`src/rtl/mips_pkg.sv`:
```
// ============================================================================
//  mips_pkg
//  Shared types and encodings for the multi-cycle MIPS control unit.
//  Revision: 1.0
// ============================================================================
`default_nettype none

package mips_pkg;

  typedef enum logic [2:0] {
    ST_FETCH  = 3'd0,
    ST_DECODE = 3'd1,
    ST_EXEC   = 3'd2,
    ST_MEM    = 3'd3,
    ST_WB     = 3'd4,
    ST_HALT   = 3'd5
  } state_t;

  typedef enum logic [3:0] {
    CLS_ADDU,
    CLS_SUBU,
    CLS_ORI,
    CLS_LUI,
    CLS_LW,
    CLS_SW,
    CLS_BEQ,
    CLS_J,
    CLS_JAL,
    CLS_ILL
  } instr_cls_t;

  localparam logic [5:0] c_op_rtype = 6'b000000;
  localparam logic [5:0] c_op_ori   = 6'b001101;
  localparam logic [5:0] c_op_lui   = 6'b001111;
  localparam logic [5:0] c_op_lw    = 6'b100011;
  localparam logic [5:0] c_op_sw    = 6'b101011;
  localparam logic [5:0] c_op_beq   = 6'b000100;
  localparam logic [5:0] c_op_j     = 6'b000010;
  localparam logic [5:0] c_op_jal   = 6'b000011;

  localparam logic [5:0] c_fn_addu  = 6'b100001;
  localparam logic [5:0] c_fn_subu  = 6'b100011;

  localparam logic [1:0] c_alu_add  = 2'b00;
  localparam logic [1:0] c_alu_sub  = 2'b01;
  localparam logic [1:0] c_alu_or   = 2'b10;
  localparam logic [1:0] c_alu_passb = 2'b11;

  localparam logic [1:0] c_ext_zero = 2'b00;
  localparam logic [1:0] c_ext_sign = 2'b01;
  localparam logic [1:0] c_ext_lui  = 2'b10;

  localparam logic [1:0] c_npc_pc4  = 2'b00;
  localparam logic [1:0] c_npc_br   = 2'b01;
  localparam logic [1:0] c_npc_jmp  = 2'b10;

  localparam logic [1:0] c_dst_rt   = 2'b00;
  localparam logic [1:0] c_dst_rd   = 2'b01;
  localparam logic [1:0] c_dst_ra   = 2'b10;

  localparam logic [1:0] c_wb_alu   = 2'b00;
  localparam logic [1:0] c_wb_mem   = 2'b01;
  localparam logic [1:0] c_wb_pc4   = 2'b10;

endpackage

`default_nettype wire

```
`src/rtl/mips_mc_decode.sv`:
```
// ============================================================================
//  mips_mc_decode
//  Maps opcode/funct to an instruction class; jal decodes only when
//  MIPS_JAL_EN is defined.
//  Revision: 1.0
// ============================================================================
`default_nettype none

module mips_mc_decode
  import mips_pkg::*;
(
  input  logic [5:0] opcode,
  input  logic [5:0] funct,
  output instr_cls_t cls,
  output logic       illegal
);

  always_comb begin
    cls = CLS_ILL;
    case (opcode)
      c_op_rtype: begin
        case (funct)
          c_fn_addu: cls = CLS_ADDU;
          c_fn_subu: cls = CLS_SUBU;
          default:   cls = CLS_ILL;
        endcase
      end
      c_op_ori:  cls = CLS_ORI;
      c_op_lui:  cls = CLS_LUI;
      c_op_lw:   cls = CLS_LW;
      c_op_sw:   cls = CLS_SW;
      c_op_beq:  cls = CLS_BEQ;
      c_op_j:    cls = CLS_J;
`ifdef MIPS_JAL_EN
      c_op_jal:  cls = CLS_JAL;
`else
      c_op_jal:  cls = CLS_ILL;
`endif
      default:   cls = CLS_ILL;
    endcase
  end

  assign illegal = (cls == CLS_ILL);

endmodule

`default_nettype wire

```
`src/rtl/mips_mc_ctrl.sv`:
```
// ============================================================================
//  mips_mc_ctrl
//  Multi-cycle MIPS control FSM with memory req/ready handshake and wait
//  timeout. Optional jal support via MIPS_JAL_EN.
//  Revision: 1.0
// ============================================================================
`default_nettype none

module mips_mc_ctrl
  import mips_pkg::*;
#(
  parameter int MEM_TIMEOUT = 15,
  parameter int CNT_W       = $clog2(MEM_TIMEOUT + 1)
) (
  input  logic        clk,
  input  logic        rst,
  input  logic [31:0] instruction,
  input  logic        zero,
  input  logic        mem_ready,
  output logic        mem_req,
  output logic        IorD,
  output logic        MemWr,
  output logic        IRWr,
  output logic        PCWr,
  output logic [1:0]  nPC_sel,
  output logic        RegWr,
  output logic [1:0]  RegDst,
  output logic [1:0]  MemtoReg,
  output logic        ALUSrc,
  output logic [1:0]  ExtOp,
  output logic [1:0]  ALUctr,
  output logic [2:0]  state,
  output logic        err
);

  // A disabled timeout (MEM_TIMEOUT=0) would give a zero-width counter.
  localparam int c_cw = (CNT_W < 1) ? 1 : CNT_W;
  localparam logic [c_cw-1:0] c_lim = (MEM_TIMEOUT > 0) ? c_cw'(MEM_TIMEOUT - 1) : '0;

  state_t          r_state;
  state_t          w_next;
  logic [c_cw-1:0] r_cnt;
  logic            r_err;
  logic            w_set_err;
  logic            w_timeout;
  instr_cls_t      w_cls;
  logic            w_illegal;
  logic            w_req, w_memwr, w_irwr, w_pcwr, w_regwr;
  logic            w_alu_src;
  logic [1:0]      w_ext, w_alu;
  logic            w_unused_bits;

  mips_mc_decode u_decode (
    .opcode  (instruction[31:26]),
    .funct   (instruction[5:0]),
    .cls     (w_cls),
    .illegal (w_illegal)
  );

  assign w_unused_bits = ^instruction[25:6];

  // This is the MEM_TIMEOUT-th consecutive wait cycle with no ready.
  assign w_timeout = (MEM_TIMEOUT != 0) && !mem_ready && (r_cnt == c_lim);

  always_ff @(posedge clk or posedge rst) begin
    if (rst) begin
      r_state <= ST_FETCH;
      r_cnt   <= '0;
      r_err   <= 1'b0;
    end else begin
      r_state <= w_next;
      r_err   <= r_err | w_set_err;
      if (w_next != r_state)
        r_cnt <= '0;
      else if ((r_state == ST_FETCH || r_state == ST_MEM) && !mem_ready)
        r_cnt <= r_cnt + 1'b1;
    end
  end

  always_comb begin
    w_alu_src = 1'b0;
    w_ext     = c_ext_zero;
    w_alu     = c_alu_add;
    case (w_cls)
      CLS_SUBU: w_alu = c_alu_sub;
      CLS_ORI: begin
        w_alu_src = 1'b1;
        w_alu     = c_alu_or;
      end
      CLS_LUI: begin
        w_alu_src = 1'b1;
        w_ext     = c_ext_lui;
        w_alu     = c_alu_passb;
      end
      CLS_LW, CLS_SW: begin
        w_alu_src = 1'b1;
        w_ext     = c_ext_sign;
      end
      CLS_BEQ: w_alu = c_alu_sub;
      default: w_alu = c_alu_add;
    endcase
  end

  always_comb begin
    w_next    = r_state;
    w_set_err = 1'b0;
    w_req     = 1'b0;
    w_memwr   = 1'b0;
    w_irwr    = 1'b0;
    w_pcwr    = 1'b0;
    w_regwr   = 1'b0;
    IorD      = 1'b0;
    nPC_sel   = c_npc_pc4;
    RegDst    = c_dst_rt;
    MemtoReg  = c_wb_alu;
    ALUSrc    = 1'b0;
    ExtOp     = c_ext_zero;
    ALUctr    = c_alu_add;
    case (r_state)
      ST_FETCH: begin
        w_req = 1'b1;
        if (mem_ready) begin
          w_irwr = 1'b1;
          w_pcwr = 1'b1;
          w_next = ST_DECODE;
        end else if (w_timeout) begin
          w_set_err = 1'b1;
          w_next    = ST_HALT;
        end
      end
      ST_DECODE: begin
        if (w_illegal) begin
          w_set_err = 1'b1;
          w_next    = ST_HALT;
        end else if (w_cls == CLS_J) begin
          w_pcwr  = 1'b1;
          nPC_sel = c_npc_jmp;
          w_next  = ST_FETCH;
`ifdef MIPS_JAL_EN
        end else if (w_cls == CLS_JAL) begin
          w_pcwr  = 1'b1;
          nPC_sel = c_npc_jmp;
          w_next  = ST_WB;
`endif
        end else begin
          w_next = ST_EXEC;
        end
      end
      ST_EXEC: begin
        ALUSrc = w_alu_src;
        ExtOp  = w_ext;
        ALUctr = w_alu;
        case (w_cls)
          CLS_LW, CLS_SW: w_next = ST_MEM;
          CLS_BEQ: begin
            w_pcwr  = zero;
            nPC_sel = c_npc_br;
            w_next  = ST_FETCH;
          end
          default: w_next = ST_WB;
        endcase
      end
      ST_MEM: begin
        w_req   = 1'b1;
        IorD    = 1'b1;
        w_memwr = (w_cls == CLS_SW);
        if (mem_ready) begin
          w_next = (w_cls == CLS_LW) ? ST_WB : ST_FETCH;
        end else if (w_timeout) begin
          w_set_err = 1'b1;
          w_next    = ST_HALT;
        end
      end
      ST_WB: begin
        w_regwr = 1'b1;
        w_next  = ST_FETCH;
        // ALU controls are held so the result stays valid during the write.
        case (w_cls)
          CLS_ADDU, CLS_SUBU: begin
            RegDst = c_dst_rd;
            ALUctr = w_alu;
          end
          CLS_ORI, CLS_LUI: begin
            ALUSrc = w_alu_src;
            ExtOp  = w_ext;
            ALUctr = w_alu;
          end
          CLS_LW: MemtoReg = c_wb_mem;
`ifdef MIPS_JAL_EN
          CLS_JAL: begin
            RegDst   = c_dst_ra;
            MemtoReg = c_wb_pc4;
          end
`endif
          default: RegDst = c_dst_rt;
        endcase
      end
      ST_HALT: w_next = ST_HALT;
      default: w_next = ST_FETCH;
    endcase
  end

  // Strobes are masked by rst so nothing fires in a reset cycle.
  assign mem_req = w_req   & ~rst;
  assign MemWr   = w_memwr & ~rst;
  assign IRWr    = w_irwr  & ~rst;
  assign PCWr    = w_pcwr  & ~rst;
  assign RegWr   = w_regwr & ~rst;
  assign state   = r_state;
  assign err     = r_err;

endmodule

`default_nettype wire

```
`config.mk`:
```
export PLATFORM = sky130hd
export DESIGN_NAME = mips_mc_ctrl
export DESIGN_NICKNAME = d
export VERILOG_FILES = /design/src/rtl/mips_pkg.sv /design/src/rtl/mips_mc_decode.sv /design/src/rtl/mips_mc_ctrl.sv
export SDC_FILE = /design/constraint.sdc
export NUM_CORES = 1
export LEC_CHECK = 0
export BUFFER_PORTS_ARGS = -buffer_cell sky130_fd_sc_hd__buf_2
export CORE_ASPECT_RATIO = 0.6
export CORE_MARGIN = 2
export CORE_UTILIZATION = 48
export CTS_CLUSTER_SIZE = 16
export DETAILED_ROUTE_END_ITERATION = 12
export HOLD_SLACK_MARGIN = 0.06
export PLACE_DENSITY = 0.85
export SLEW_MARGIN = 20
export SYNTH_ARGS = -nofsm -noshare
export SYNTH_HDL_FRONTEND = slang
export SYNTH_SLANG_ARGS = --single-unit
```
`constraint.sdc`:
```
create_clock -name clk -period 3.79 [get_ports clk]
set_input_delay 0.758 -clock clk [delete_from_list [all_inputs] [get_ports clk]]
set_output_delay 0.758 -clock clk [all_outputs]
set_load 0.01 [all_outputs]
```
# == After elaboration in Yosys (flattened, before gate mapping) ==
# Cells that the tools add are included.
# classes
n_addsub,1
n_eq_ne,23
mux,43
bitwise_logic,7
reduce_logical,15
# op_table
operator,n
case mux 4 bit (7 select lines),1
"equality test 6 bit, second input constant",4
two-way mux 1 bit,19
"equality test 4 x 3 -> 1 bit, second input constant",4
case mux 2 bit (2 select lines),4
two-way mux 3 bit,5
case mux 3 bit (5 select lines),1
"equality test 6 x 4 -> 1 bit, second input constant",2
two-way mux 2 bit,5
OR reduction 2 bit,5
"equality test 4 x 2 -> 1 bit, second input constant",2
"equality test 4 bit, second input constant",2
two-way mux 4 bit,2
case mux 4 bit (2 select lines),1
OR reduction 4 bit,2
"equality test 3 x 2 -> 1 bit, second input constant",2
"equality test 3 bit, second input constant",2
"equality test 6 x 2 -> 1 bit, second input constant",1
"equality test 6 x 3 -> 1 bit, second input constant",1
zero test 6 bit,1
case mux 2 bit (3 select lines),1
case mux 3 bit (2 select lines),1
bitwise AND 1 bit,5
"adder 4 x 1 -> 4 bit, second input constant",1
other kinds (13),15
# totals
regBits,8
in_bits,36
output_inout_bits,21
word_cells,92

# == Longest topological paths before layout ==
# Gate-level depths: netlist of the first run.
# logic_depth
ltp_word,9
ltp_mapped,7
ltp_nobuf,7

# == By module ==
# A second synthesis of the first run with hierarchy kept.
# hier_totals
cells_unflattened,126
area_unflattened_um2,1081.0
# by_module_without_submodules
mod,n_inst,cells_each,area_per_inst_um2,seq_area_each_um2
mips_mc_ctrl,1,104,910.9,200.2
mips_mc_decode,1,22,170.2,0.0

# == Least setup slack after synthesis of the first run ==
# No wires, ideal clock.
# synth_path
kind,input -> output
start,input instruction[28]
end,output ExtOp[1]
arrival_time_ns,2.250
required_ns,3.032
setup_slack_ns,0.782
stages,6
n_path_buf,1
path_cell_list,buf_4 -> a2111o_1 -> a31o_1 -> nor3b_2 -> nor4b_4 -> and2_1
# synth_between
elab_chain_cells,7
word_cells_on_any_way,17
classes_between,eq/ne: 10; mux: 4; reduce/logical: 3
# synth_rtl
item,line,text
start: declaration,mips_mc_ctrl.sv:17,"input logic [31:0] instruction,"
"equality test 6 x 2 -> 1 bit, or another cell as far along",mips_mc_decode.sv:20,case (opcode)
case mux 4 bit (7 select lines) *,mips_mc_decode.sv:20,
equality test 4 x 3 -> 1 bit,mips_mc_ctrl.sv:84,case (w_cls)
OR reduction 2 bit,mips_mc_ctrl.sv:84,
case mux 2 bit (2 select lines),mips_mc_ctrl.sv:84,
two-way mux 2 bit,mips_mc_ctrl.sv:178,case (w_cls)
case mux 2 bit (2 select lines) *,mips_mc_ctrl.sv:119,case (r_state)
end: declaration,mips_mc_ctrl.sv:30,"output logic [1:0] ExtOp,"
# Mark *: on every way between the ends. The rest lies on a longest branch, timed or not.

# == Worst setup path after layout of the first run ==
# layout_path
start,input instruction[29]
end,output ALUctr[0]
# layout_between
elab_chain_cells,7
word_cells_on_any_way,18
classes_between,eq/ne: 10; mux: 4; reduce/logical: 4
# layout_rtl
item,line,text
"equality test 6 x 2 -> 1 bit, or another cell as far along",mips_mc_decode.sv:20,
case mux 4 bit (7 select lines) *,mips_mc_decode.sv:20,
equality test 4 x 1 -> 1 bit or equality test 4 x 3 -> 1 bit (tied branches),"mips_mc_ctrl.sv:84, mips_mc_ctrl.sv:178",
OR reduction 2 bit (no source line),--,
case mux 2 bit (3 select lines),mips_mc_ctrl.sv:84,
two-way mux 2 bit,mips_mc_ctrl.sv:178,
case mux 2 bit (2 select lines) *,mips_mc_ctrl.sv:119,
end: declaration,mips_mc_ctrl.sv:31,"output logic [1:0] ALUctr,"
# Marked as above.

==> implementation parameters, run 1 <==
Parameter                              Value

Synthesis
  Dominant register cell in the synthesized netlist    sky130_fd_sc_hd__dfrtp_1
  Ranking of synthesized cells by area    sky130_fd_sc_hd__dfrtp_1, sky130_fd_sc_hd__nor3_1, sky130_fd_sc_hd__a31oi_1, sky130_fd_sc_hd__inv_1, sky130_fd_sc_hd__xnor2_1
  Synth cell count leaders    sky130_fd_sc_hd__nor3_1, sky130_fd_sc_hd__inv_1, sky130_fd_sc_hd__nand2_1, sky130_fd_sc_hd__nor2_1, sky130_fd_sc_hd__dfrtp_1
  Number of synthesis warnings    0
  Count of state elements after synthesis    8
  Synth async-reset ratio    1.00
  Cell area after synthesis    0.00108 mm²
  Mean cell area of the mapped netlist    about 7.8 µm²
  Library cell occupying the most area in the post-synthesis netlist    sky130_fd_sc_hd__dfrtp_1
  Post-synth EDFFs    0
  Leading cell type by number of instances after synthesis    sky130_fd_sc_hd__nor3_1
  Unique cell type count in the Yosys netlist    54
  Area share of the largest cell type after synthesis    0.186
  Part of the Yosys area used for sequential elements    0.186
  Post-Syn Instances    138

STA
  Setup-failing EPs final    0
  Final count of pins violating max slew    0
  Setup repair after global routing missed its margin    no
  F_max    around 300 MHz
  Number of hold-slack violations in the final timing report    0
  Max-slew headroom at the worst pin    0.523
  Crit share post-route    0.866
  Slew @ Worst Pin    716 ps
  Post-route worst setup slack    just over 500 ps
  Final critical path time including I/O delays and setup    around 3300 ps
  Worst clock skew    roughly 4.6 ps
  Sum Neg Setup Slack    0 ps

GRT
  Pin count of the biggest net entering global routing    22
  Global-route wire length before repair    4810 µm
  Number of global-route vias before repair    roughly 1000
  Overall routing resource usage    0.241
  Antenna violations before repair    0
  Global route overflow    0

Power and ir drop
  Net switching power figure    roughly 0.00024 W
  Clk pwr share    0.208
  Peak supply drop    around 0.00019 V
  Total power divided by cell area    slightly below 400 mW/mm²
  Cell internal power dissipation    around 0.00026 W
  Share of power burned in combinational logic    0.466
  Share of total power consumed by net switching    0.487
  Static Leakage    a little under 0.6 nW
  Sequential power share    0.326

CTS
  Post-CTS Setup Repair Bufs    0
  Number of buffers created by CTS    3
  Clock latency on the worst-skew pair    approximately 230 ps
  CTS tree    yes
  Sink count of the clock tree    8
  Clock-pin transition on the worst setup and hold timing paths    40 ps
  Root buffer cell    sky130_fd_sc_hd__clkbuf_8
  Buffers from clock root to sink, at most    2
  CTS H-tree lvls    1
  CTS-repair resized insts    0
  Number of hold buffers added after cts    0

Route
  Via/cell ratio    6.23
  Number of remaining DRC errors    0
  Routed vias    1209
  First drt pass iteration count    4
  Count of nets left with antenna violations after detail routing    0
  Violation count after the first detailed-routing iteration    63
  Detailed-route wire length    2960 µm
  Final routed wire length divided by cell count    ~15 µm

Layout
  Layout cells sized above 1    0.287
  Area grow syn2layout    16.4%
  Antenna diode instance count    0
  Number of nets in the finished design    slightly above 200
  Final non-filler cell area    0.00125 mm²

Min path
  Path type of the worst min-delay path    flop to flop

Floorplan
  Die outline area    between 0.002 and 0.003 mm²
  I/O pin count    57
  Die X    roughly 65 µm
  Vert. Die Dim    approximately 41 µm
  Starting utilization of the core area    0.501
  # rows    13
  Std-Cell Core Area    0.00215 mm²

Place
  Placed inst area    between 0.001 and 0.0015 mm²
  Port buffer count    34
  Routability congestion estimate    0.886
  Worst setup slack after placement    approximately 550 ps
  HPWL after detailed placement    2280 µm

Status
  Result of the run    complete, no violations

Critical path
  Arrival time at the worst endpoint    2520 ps
  CP max-delay cell    sky130_fd_sc_hd__a2111oi_2
  Class of the most critical setup path    primary input to output pin
  Launching element type of the critical path    primary input
  Nature of the critical path endpoint    output pin
  WP data required    a little over 3000 ps
  CP Buf/Inv Count    2
  Cell type group with the largest total delay on the critical path    compound AO/OA/AOI/OAI gates
  Cells along the critical path    buf_2 -> nor3_2 -> a21oi_1 -> a2111oi_2 -> a21oi_1 -> o31ai_1 -> buf_2
  Slowest cell delay on critical path    580 ps
  Top fanout value on the critical path    8

Job
  Max-cap violations    0
sequential cells by signal, indices dropped and copies added (netlist names):
signal / count
r_cnt: 4
state: 3
err: 1
area by class of cell:
class,count,area [µm²]
fill,210,895
clock buffer,3,41.3
sequential,8,200
timing repair buffer,34,170
inverter,10,37.5
multi-input combinational,109,766
tap,30,37.5
routing by layer:
layer,part of all wire,vias to the layer above,GRT usage,wire length [µm]
met5,0,-,0,0
met4,0,0,0,0
met3,0.11,0,0.0522,325
met2,0.43,89,0.399,1260
met1,0.46,544,0.349,1370
li1,-,576,-,-
placed cells by master, fill, tap and decap left out, drive strengths merged, types with 2 or more instances in the layout:
cell type,n
nor3b,2
a31oi,6
and2,4
buf,34
xnor2,4
a32oi,2
nand2,9
and4,2
dfrtp,8
clkbuf,3
nor3,13
nand4b,2
nor4,3
nor2,9
ha,2
nand4,2
or4b,2
xor2,2
o21ai,5
and4b,2
a21oi,4
o31ai,3
a311oi,2
inv,10
conb,2
and3,2
nand3,6
worst reg2reg max path: stages, from the launching register on:
cell and delay (ps):
sky130_fd_sc_hd__dfrtp_1 790, sky130_fd_sc_hd__inv_1 310, sky130_fd_sc_hd__nor2_1 410, sky130_fd_sc_hd__nor4_1 100
sky130_fd_sc_hd__a41o_1 270, sky130_fd_sc_hd__nor3_1 190
cell families after synthesis:
kind of cell,after synthesis,share of synthesized area
and+or+nand+nor,62,0.358
AOI/OAI and AO/OA,36,0.265
buffers and inverters,22,0.106
DFF,8,0.186
xor gates and xnor gates,6,0.0488
adders and majority gates,2,0.0233
other,1,0.00349
muxes,1,0.00930
metrics by stage:
step / std cells / power (W) / utilization / hold WS (ps)
finish: 194 / 0.000498 / 0.583 / 466
CTS: 194 / 0.000494 / 0.583 / 472
floorplan: 139 / 0.000326 / - / 513
global route: 194 / 0.000533 / 0.583 / 482
detailed placement: 191 / 0.000389 / 0.564 / 459
global placement: 191 / 0.000375 / 0.564 / 456
worst paths after layout:
check	start	endpoint	slack [ps]	depth (start not counted)
worst max-delay path	instruction[29]	ALUctr[0]	510	7
worst min-delay path	err	err	470	1
worst max register to register	state[0]	r_cnt[1]	1620	5
worst min register to register	err	err	470	1
max in group asynchronous	rst	state[2]	2970	2
min in group asynchronous	rst	state[1]	530	2
power groups by stage:
stage,logic [W],registers [W],clock network [W]
6_report,0.000232,0.000162,0.000104
5_1_grt,0.000257,0.000167,0.000109
3_3_place_gp,0.000218,0.000157,0
3_5_place_dp,0.000228,0.000161,0
4_1_cts,0.000228,0.000159,0.000106
2_1_floorplan,0.000206,0.000120,0
Note: power is estimated with default switching activity, not from simulation.
==> run 2, diff against run 1 <==
Settings changed: CORE_ASPECT_RATIO 0.6 to default, CORE_MARGIN 2 to 8, CORE_UTILIZATION 48 to 47, PLACE_DENSITY 0.85 to 0.83.
==> run 2 against run 1 <==
  * Clock skew grew 0.96 ps
  * Highest routed layer is now met4
  * Cell area shrank 1.7%
  * Combinational power is essentially flat
  * Total power shrank 8.0%
==> implementation parameters, run 2 (same netlist as run 1, synthesis figures left out) <==
Parameter                              Value

Place
  HPWL after detailed placement    between 2000 and 2500 µm
  Port buffer count    34
  Routability congestion estimate    between 0.9 and 1
  Placed inst area    0.00121 mm²

Min path
  Path type of the worst min-delay path    primary input to asynchronous set/reset pin

Floorplan
  Starting utilization of the core area    0.491
  Std-Cell Core Area    between 0.002 and 0.0025 mm²
  I/O pin count    between 50 and 60
  Die X    roughly 64 µm
  # rows    17
  Die outline area    between 0.004 and 0.005 mm²
  Vert. Die Dim    between 60 and 70 µm

CTS
  Root buffer cell    sky130_fd_sc_hd__clkbuf_4
  Sink count of the clock tree    8
  Clock-pin transition on the worst setup and hold timing paths    60 ps
  CTS tree    yes
  Clock latency on the worst-skew pair    260 ps
  Post-CTS Setup Repair Bufs    0
  Number of buffers created by CTS    3
  Buffers from clock root to sink, at most    2
  CTS-repair resized insts    0
  Number of hold buffers added after cts    0
  CTS H-tree lvls    1

Route
  First drt pass iteration count    4
  Routed vias    1197
  Count of nets left with antenna violations after detail routing    0
  Via/cell ratio    roughly 6.2
  Detailed-route wire length    3120 µm
  Violation count after the first detailed-routing iteration    between 90 and 100
  Number of remaining DRC errors    0
  Final routed wire length divided by cell count    ~16 µm

Job
  Max-cap violations    0

STA
  Final critical path time including I/O delays and setup    around 3200 ps
  Setup-failing EPs final    0
  Number of hold-slack violations in the final timing report    0
  Crit share post-route    0.852
  Setup repair after global routing missed its margin    no
  Max-slew headroom at the worst pin    0.535
  Final count of pins violating max slew    0
  Slew @ Worst Pin    between 600 and 700 ps
  Sum Neg Setup Slack    0 ps
  Worst clock skew    5.53 ps
  F_max    between 300 and 400 MHz

Critical path
  Launching element type of the critical path    primary input
  Class of the most critical setup path    primary input to output pin
  WP data required    between 3000 and 4000 ps
  R2r startpoint    state[0]
  Nature of the critical path endpoint    output pin
  Worst setup path endpoint    ExtOp[1]
  Arrival time at the worst endpoint    approximately 2500 ps
  Launch point of the critical path    instruction[3]
  End of the worst register-to-register path    r_cnt[1]
  Top fanout value on the critical path    4
  Flop2flop setup slack    1590 ps
  Worst Reg-to-Reg Cells    5

Layout
  Final non-filler cell area    between 0.001 and 0.0015 mm²
  Register bank with the most flops    r_cnt
  Number of nets in the finished design    204
  Number of filler instances in the final layout    about 220
  Commonest cells after routing, fill and taps aside    sky130_fd_sc_hd__buf_2, sky130_fd_sc_hd__nor3_1, sky130_fd_sc_hd__inv_1
  Area grow syn2layout    14.4%
  Most common library cell in the layout ignoring fill and taps    sky130_fd_sc_hd__buf_2
  Layout cells sized above 1    0.287
  Max reg flops    4
  Antenna diode instance count    0

Power and ir drop
  Total power divided by cell area    372 mW/mm²
  Static Leakage    between 0.5 and 0.6 nW
  Peak supply drop    approximately 0.0003 V

GRT
  Antenna violations before repair    0
  Global-route wire length before repair    approximately 5200 µm
  Overall routing resource usage    0.150
  Pin count of the biggest net entering global routing    22
  Number of global-route vias before repair    1153
  Global route overflow    0

Status
  Result of the run    complete, no violations
## run 2: per-layer routing
layer	routed length (µm)	global-route usage
met5	0	0
met4	22	0.0306
met3	287	0.0610
met2	1570	0.265
met1	1240	0.163
## run 2: final cells by class
type | instances | area [µm²] | share of cell area
inverters | 10 | 37.5 | 0.0305
repair buffers | 34 | 170 | 0.138
multi-input cells | 109 | 766 | 0.622
flip-flops and latches | 8 | 200 | 0.163
well taps | 28 | 35.0 | 0.0285
clock buffers | 3 | 22.5 | 0.0183
## run 2: worst max-delay path, stage by stage
cell,delay [ps]
sky130_fd_sc_hd__buf_2,90
sky130_fd_sc_hd__or4b_1,550
sky130_fd_sc_hd__o211ai_2,210
sky130_fd_sc_hd__nor3b_2,310
sky130_fd_sc_hd__nor4b_4,270
sky130_fd_sc_hd__and2_1,150
sky130_fd_sc_hd__buf_2,120
## run 2: power by group
group	total [W]	switching, W	internal [W]
combinational	0.000233	0.000147	0.0000858
sequential	0.000159	0.0000590	0.000101
clock	0.0000659	0.0000296	0.0000363
total	0.000458	0.000236	0.000223
## run 2: metrics by stage
stage	setup slack (ps)	total power [W]	instances	hold slack [ps]	util
floorplan	782	0.000326	139	513	-
global placement	605	0.000380	189	454	0.552
detailed placement	591	0.000388	189	482	0.552
CTS	576	0.000455	192	499	0.562
global route	475	0.000497	192	527	0.562
finish	562	0.000458	192	504	0.562
## run 2: worst min-delay path by stage
stage	cells past startpoint	to	slack [ps]
6_report	2	state[0]	500
5_1_grt	2	state[2]	530
4_1_cts	1	err	500
3_5_place_dp	1	err	480
3_3_place_gp	1	err	450
2_1_floorplan	1	err	510
